**config.mk**
```make
export PLATFORM = sky130hd
export DESIGN_NAME = aximm_error_logger
export DESIGN_NICKNAME = d
export VERILOG_FILES = /design/src/rtl/aximm_chk_pkg.sv /design/src/rtl/aximm_err_fifo.sv /design/src/rtl/aximm_error_logger.sv
export SDC_FILE = /design/constraint.sdc
export NUM_CORES = 1
export LEC_CHECK = 0
export BUFFER_PORTS_ARGS = -buffer_cell sky130_fd_sc_hd__buf_4
export CAP_MARGIN = 15
export CORE_ASPECT_RATIO = 0.7
export CORE_MARGIN = 5
export CORE_UTILIZATION = 45
export CTS_CLUSTER_DIAMETER = 120
export DETAILED_ROUTE_END_ITERATION = 12
export GPL_TIMING_DRIVEN = 0
export PLACE_DENSITY = 0.73
export SYNTH_ARGS = -nofsm -noshare
export SYNTH_HDL_FRONTEND = slang
export SYNTH_SLANG_ARGS = --single-unit
```
**constraint.sdc**
```tcl
create_clock -name clk -period 5.4 [get_ports clk]
set_input_delay 1.08 -clock clk [delete_from_list [all_inputs] [get_ports clk]]
set_output_delay 1.08 -clock clk [all_outputs]
set_load 0.03 [all_outputs]
```
**src/rtl/aximm_chk_pkg.sv**
```systemverilog
// Shared definitions for the AXI-MM protocol checker and its error logger:
// channel indices and the layout of a logged error record.
package aximm_chk_pkg;

   localparam int CH = 5;

   localparam int AW = 0;
   localparam int W  = 1;
   localparam int B  = 2;
   localparam int AR = 3;
   localparam int R  = 4;

   // Record = {PAD zero bits, error map, timestamp}; header is one byte wide.
   localparam int REC_HDR = 8;
   localparam int PAD     = REC_HDR - CH;
   localparam int TS_LSB  = 0;

   function automatic int map_lsb(input int tsw);
      return tsw;
   endfunction

   function automatic int rec_width(input int tsw);
      return tsw + REC_HDR;
   endfunction

endpackage

```
**src/rtl/aximm_err_fifo.sv**
```systemverilog
// Synchronous record FIFO with a registered AXI-Stream head (no fall-through);
// pointers carry one extra bit so full and empty are distinguishable.
module aximm_err_fifo #(
   parameter int WIDTH = 40,
   parameter int DEPTH = 16
) (
   input  logic                       clk,
   input  logic                       reset,
   input  logic                       push,
   input  logic [WIDTH-1:0]           din,
   output logic                       full,
   output logic [$clog2(DEPTH):0]     count,
   output logic [WIDTH-1:0]           tdata,
   output logic                       tvalid,
   input  logic                       tready
);

   localparam int PW   = $clog2(DEPTH);
   localparam int PTRW = PW + 1;

   logic [WIDTH-1:0] mem [DEPTH];
   logic [PTRW-1:0]  wr_ptr;
   logic [PTRW-1:0]  rd_ptr;
   logic [PTRW-1:0]  wr_next;
   logic [PTRW-1:0]  rd_next;
   logic [WIDTH-1:0] head_next;
   logic             pop;
   logic             accept;

   assign pop     = tvalid & tready;
   assign full    = (wr_ptr[PW] != rd_ptr[PW]) && (wr_ptr[PW-1:0] == rd_ptr[PW-1:0]);
   assign count   = wr_ptr - rd_ptr;
   assign accept  = push & (~full | pop);
   assign wr_next = wr_ptr + PTRW'(accept);
   assign rd_next = rd_ptr + PTRW'(pop);

   // When the queue drains to just the incoming record, the head comes from din.
   always_comb begin
      head_next = '0;
      if (wr_next != rd_next) begin
         if (rd_next == wr_ptr) head_next = din;
         else                   head_next = mem[rd_next[PW-1:0]];
      end
   end

   always_ff @(posedge clk) begin
      if (accept) mem[wr_ptr[PW-1:0]] <= din;
   end

   always_ff @(posedge clk) begin
      if (reset) begin
         wr_ptr <= '0;
         rd_ptr <= '0;
         tvalid <= 1'b0;
         tdata  <= '0;
      end else begin
         wr_ptr <= wr_next;
         rd_ptr <= rd_next;
         tvalid <= (wr_next != rd_next);
         tdata  <= head_next;
      end
   end

endmodule

```
**src/rtl/aximm_error_logger.sv**
```systemverilog
// Turns single-cycle AXI-MM checker error pulses into sticky flags, saturating
// per-channel counters, a first-error snapshot and a timestamped record stream.
module aximm_error_logger
   import aximm_chk_pkg::*;
#(
   parameter int CW    = 16,
   parameter int TSW   = 32,
   parameter int DEPTH = 16
) (
   input  logic                 clk,
   input  logic                 reset,
   input  logic                 clear,
   input  logic [CH-1:0]        error_map,
   output logic [CH-1:0]        sticky_map,
   output logic                 any_error,
   output logic [CH*CW-1:0]     err_count,
   output logic                 first_valid,
   output logic [CH-1:0]        first_map,
   output logic [TSW-1:0]       first_time,
   output logic                 overflow,
   output logic [CW-1:0]        dropped_count,
   output logic [TSW+7:0]       AXIS_TDATA,
   output logic                 AXIS_TVALID,
   input  logic                 AXIS_TREADY
);

   localparam int CNTW = $clog2(DEPTH) + 1;

   logic [TSW-1:0]   ts;
   logic             ev;
   logic             drop;
   logic             fifo_full;
   logic [CNTW-1:0]  fifo_count;
   logic [TSW+7:0]   record;

   logic [CH-1:0]    sticky_base;
   logic             fv_base;
   logic [CH-1:0]    fm_base;
   logic [TSW-1:0]   ft_base;
   logic             ovf_base;
   logic [CW-1:0]    drp_base;

   assign ev     = |error_map;
   assign record = {{PAD{1'b0}}, error_map, ts};
   assign drop   = ev & fifo_full & ~(AXIS_TVALID & AXIS_TREADY);

   // A clear coinciding with an event applies the event on top of zeroed state.
   assign sticky_base = clear ? '0   : sticky_map;
   assign fv_base     = clear ? 1'b0 : first_valid;
   assign fm_base     = clear ? '0   : first_map;
   assign ft_base     = clear ? '0   : first_time;
   assign ovf_base    = clear ? 1'b0 : overflow;
   assign drp_base    = clear ? '0   : dropped_count;

   assign any_error = |sticky_map;

   always_ff @(posedge clk) begin
      if (reset) begin
         ts            <= '0;
         sticky_map    <= '0;
         first_valid   <= 1'b0;
         first_map     <= '0;
         first_time    <= '0;
         overflow      <= 1'b0;
         dropped_count <= '0;
      end else begin
         ts         <= ts + TSW'(1);
         sticky_map <= sticky_base | error_map;
         if (ev && !fv_base) begin
            first_valid <= 1'b1;
            first_map   <= error_map;
            first_time  <= ts;
         end else begin
            first_valid <= fv_base;
            first_map   <= fm_base;
            first_time  <= ft_base;
         end
         overflow <= ovf_base | drop;
         if (drop && (drp_base != '1)) dropped_count <= drp_base + CW'(1);
         else                          dropped_count <= drp_base;
      end
   end

   for (genvar i = 0; i < CH; i++) begin : g_cnt
      logic [CW-1:0] cnt;
      logic [CW-1:0] base;

      assign base = clear ? '0 : cnt;
      assign err_count[i*CW +: CW] = cnt;

      always_ff @(posedge clk) begin
         if (reset)                             cnt <= '0;
         else if (error_map[i] && base != '1)   cnt <= base + CW'(1);
         else                                   cnt <= base;
      end
   end

   aximm_err_fifo #(
      .WIDTH (TSW + REC_HDR),
      .DEPTH (DEPTH)
   ) u_fifo (
      .clk    (clk),
      .reset  (reset),
      .push   (ev),
      .din    (record),
      .full   (fifo_full),
      .count  (fifo_count),
      .tdata  (AXIS_TDATA),
      .tvalid (AXIS_TVALID),
      .tready (AXIS_TREADY)
   );

   always_comb begin
      assert (fifo_full == (fifo_count == CNTW'(DEPTH)));
   end

endmodule

```
==> metrics.md <==
| Metric | Value |
|---|---|
| Seq/Total Area, Yosys | `68.2%` |
| Post-synthesis mux area share | `10.5%` |
| Non-filler cells in the finished layout | `3556` |
| Worst endpoint required time | `5.89 ns` |
| Overall die width | `331 µm` |
| Vias post-DR | `21.0k` |
| Synth Area in Compound Gates | `4.05%` |
| Setup crit start | `error_map[1]` |
| Core area | `71600 µm²` |
| Reg2reg setup slack | `1.36 ns` |
| EDFF count, synth | `592` |
| Met3 WL post-DR | `8.91 mm` |
| Most used cell along the critical path | `buf_2` |
| Relative slew margins | `27.9%` |
| Grt total ovfl | `0` |
| Ys async rst share | `0%` |
| CP endpoint | `u_fifo.tdata[19]` |
| Hold Slack | `0.506 ns` |
| Worst Hold Depth | `2` |
| Global-route wire length before repair | `130 mm` |
| Die Span Y | `235 µm` |
| Final-stage net count | `2545` |
| CTS resizes | `0` |
| Ys Warns | `0` |
| Startpoint Class | `primary input` |
| Tot GR Track Use | `21.8%` |
| MaxCap Viol Count | `0` |
| Fin. max-slew vios | `0` |
| Fin util | `53.6%` |
| Worst VDD drop | `0.254 mV` |
| Origin of the critical flop-to-flop path | `u_fifo.tvalid` |
| DRC viols | `0` |
| Status | `complete, no violations` |
| Cells after Synth | `2228` |
| Initial antenna violation count | `0` |
| Clock Latency Late Sink | `0.64 ns` |
| Count of cell types in the netlist | `64` |
| Crit end category | `flop` |
| F_max | `0.218 GHz` |
| PwrDens | `372 nW/µm²` |
| Worst r2r path cells | `10` |
| Die area | `77800 µm²` |
| Vias per cell | `5.91` |
| Simple-Gate Fraction of Synth Area | `12.1%` |
| Global placement routability congestion | `0.877` |
| H-tree depth | `3` |
| Crit path max-delay cell type | `or4_1` |
| Worst r2r dst | `u_fifo.tdata[30]` |
| Clock root buffer master | `clkbuf_16` |
| Deepest clock path buffer count | `3` |
| RSZ-0062 raised after global routing | `false` |
| P&R area growth vs syn | `18.0%` |
| Largest family of logic cells by synthesized area | `simple AND/OR/NAND/NOR gates` |
| Crit-path max cell delay | `0.57 ns` |
| Vias in the first global route | `20.8k` |
| Largest net degree at the start of global routing | `25` |
| Setup violators final | `0` |
| Layout cells sized above 1 | `22.1%` |
| Sequential cell area | `22200 µm²` |
| Kind of critical path | `in2reg` |
| LEAKAGE | `13.0 nW` |
| Metal-1 WL | `34.9 mm` |
| Hold-fix buffers, CTS | `0` |
| Fin crit period | `4.59 ns` |
| Cts bufs inserted | `77` |
| Clock Pin Slew Worst Setup and Hold Paths | `0.07 ns` |
| HP Class | `reg2reg` |
| Post-CTS setup buffers | `0` |
| XOR/XNOR Fraction of Synth Area | `2.62%` |
| Final hold vios | `0` |
| Initial Util | `45.4%` |
| TritonRoute pass-1 iters | `6` |
| Total power | `14.3 mW` |
| Top cell type's share of synthesized area | `54.7%` |
| DR top layer | `met4` |
| Crit share post-route | `85.0%` |
| Placed Cells | `3412` |
| Area after DPL | `35800 µm²` |
| Post-synthesis adder-cell area fraction | `0.423%` |
| Flops & latches, synth | `812` |
| DR WL met2 | `40.4 mm` |
| CTS sink cnt | `812` |
| Ys flop type | `edfxtp_1` |
| Worst-path fanout max | `17` |
| Synth top area cells | `edfxtp_1 55%, dfxtp_1 14%, mux4_2 10%` |
| Synthesized area | `32500 µm²` |
| Dpl hpwl | `57.7 mm` |
| CTS tree | `done` |
| Final Instance Area | `38400 µm²` |
| Crit path DAT | `5.08 ns` |
| Worst-path cell chain | `buf_4 > buf_2 > or4_1 > nor2_2 > a21oi_1 > ha_1 > ha_1 > xnor2_1 > xnor2_1 > nand3_1 > o31ai_1 > buf_2 > buf_2 > a21oi_1` |
| Drt wl/cell | `24.5 µm` |
| Fillcell total | `5712` |
| Clk_skew | `0.0282 ns` |
| IO buf count | `186` |
| Area of the multi-input gates | `9790 µm²` |
| Actual slew at the worst max-slew pin | `1.07 ns` |
| Routed Antenna Nets | `0` |
| Io pins | `191` |
| Iteration-0 DRC Markers | `2859` |
| Syn avg cell area | `14.6 µm²` |
| Total wire length | `87.0 mm` |
| Cell Rows | `82` |
| Synth area leader | `edfxtp_1` |
-- metrics by stage --
step                setup slack (ns)  TNS (ns)
global placement               -3.46   -738.34
global route                   0.730         0
finish                         0.807         0
detailed placement             0.234         0
floorplan                      0.187         0
CTS                            0.889         0
-- cells in the mapped netlist (4+ instances only) --
master     count
a2111o_1       4
a21oi_1      123
a22oi_1        5
and2_1         8
and3_1        21
and3b_1        5
and4_1         8
and4b_1        6
buf_1         16
buf_2         47
buf_4          6
clkbuf_1      57
dfxtp_1      220
edfxtp_1     592
ha_1          11
inv_1         17
mux2i_1        8
mux4_2       148
nand2_1      241
nand2b_1       6
nand3_1      158
nand4_1       24
nand4b_1       5
nor2_1       150
nor2b_1       32
nor3_1        17
nor3b_1       34
nor4_1        13
o2111ai_1      8
o211ai_1      10
o21a_1         7
o21ai_0       25
o311ai_0       6
o31ai_1       17
or3_1         27
or4_1         17
xnor2_1       48
xor2_1        41
-- power by group --
part | switching, mW | total [mW] | internal (mW)
Combinational | 1.07 | 1.80 | 0.733
Sequential | 0.0643 | 6.89 | 6.82
Clock | 2.37 | 5.58 | 3.22
-- layout make-up --
class	instances	share of cell area, %
antenna	1	0.00652
buffer	129	1.53
clock buffer	100	5.71
clock inverter	43	1.08
inverter	18	0.176
multi-input combinational	1271	25.5
sequential	812	57.8
tap	966	3.15
timing repair buffer	216	5.00
-- flip-flops by register name, indices dropped and copies added (netlist names) --
| signal | flops |
|---|---|
| u_fifo.tvalid | 1 |
| u_fifo.rd_ptr | 5 |
| first_time | 32 |
| g_cnt.cnt | 80 |
| ts | 32 |
| first_map | 5 |
| sticky_map | 5 |
| u_fifo.mem | 592 |
| overflow | 1 |
| dropped_count | 16 |
| first_valid | 1 |
| u_fifo.wr_ptr | 5 |
| u_fifo.tdata | 37 |
-- kinds of logic after synthesis --
family                     after synthesis
muxes                                  157
and+or+nand+nor                        789
other                                    1
adders and majority gates               11
buffers and inverters                  147
AOI/OAI and AO/OA                      219
xor gates and xnor gates                92
DFF                                    812
-- metal layers --
metal,global-route usage [%],up-vias
met5,0,-
met2,34.1,1211
met1,30.4,10600
met4,7.02,0
li1,-,9052
met3,5.20,177
-- placed cells by master (no fill, tap or decap), types with 25 or more instances in the layout --
cell type / count
nor2_1: 138
nand2_1: 241
o21ai_0: 25
edfxtp_1: 592
mux4_2: 148
nor2b_1: 32
buf_2: 47
xor2_1: 41
buf_4: 192
xnor2_1: 48
clkbuf_1: 69
nor3b_1: 34
clkbuf_16: 83
dfxtp_1: 220
or3_1: 27
nand3_1: 158
a21oi_1: 123
-- worst min-delay path by stage --
stage                     start          endpoint  slack, ns
3_5_place_dp   g_cnt[3].cnt[14]  g_cnt[3].cnt[14]       0.49
3_3_place_gp   g_cnt[3].cnt[14]  g_cnt[3].cnt[14]       0.47
2_1_floorplan  u_fifo.rd_ptr[4]  u_fifo.rd_ptr[4]       0.55
4_1_cts        g_cnt[3].cnt[14]  g_cnt[3].cnt[14]       0.50
5_1_grt                overflow          overflow       0.52
6_report        g_cnt[1].cnt[5]   g_cnt[1].cnt[5]       0.51
-- worst max-delay path: cells and delay by family --
kind                     cells  cell delay [ns]
XOR/XNOR                     2             0.41
AO/OA/AOI/OAI                3             0.86
buffers and inverters        4             1.27
AND/OR/NAND/NOR              3             0.95
adder cells (fa/ha/maj)      2             0.47
Note: power is estimated with default switching activity, not from simulation.
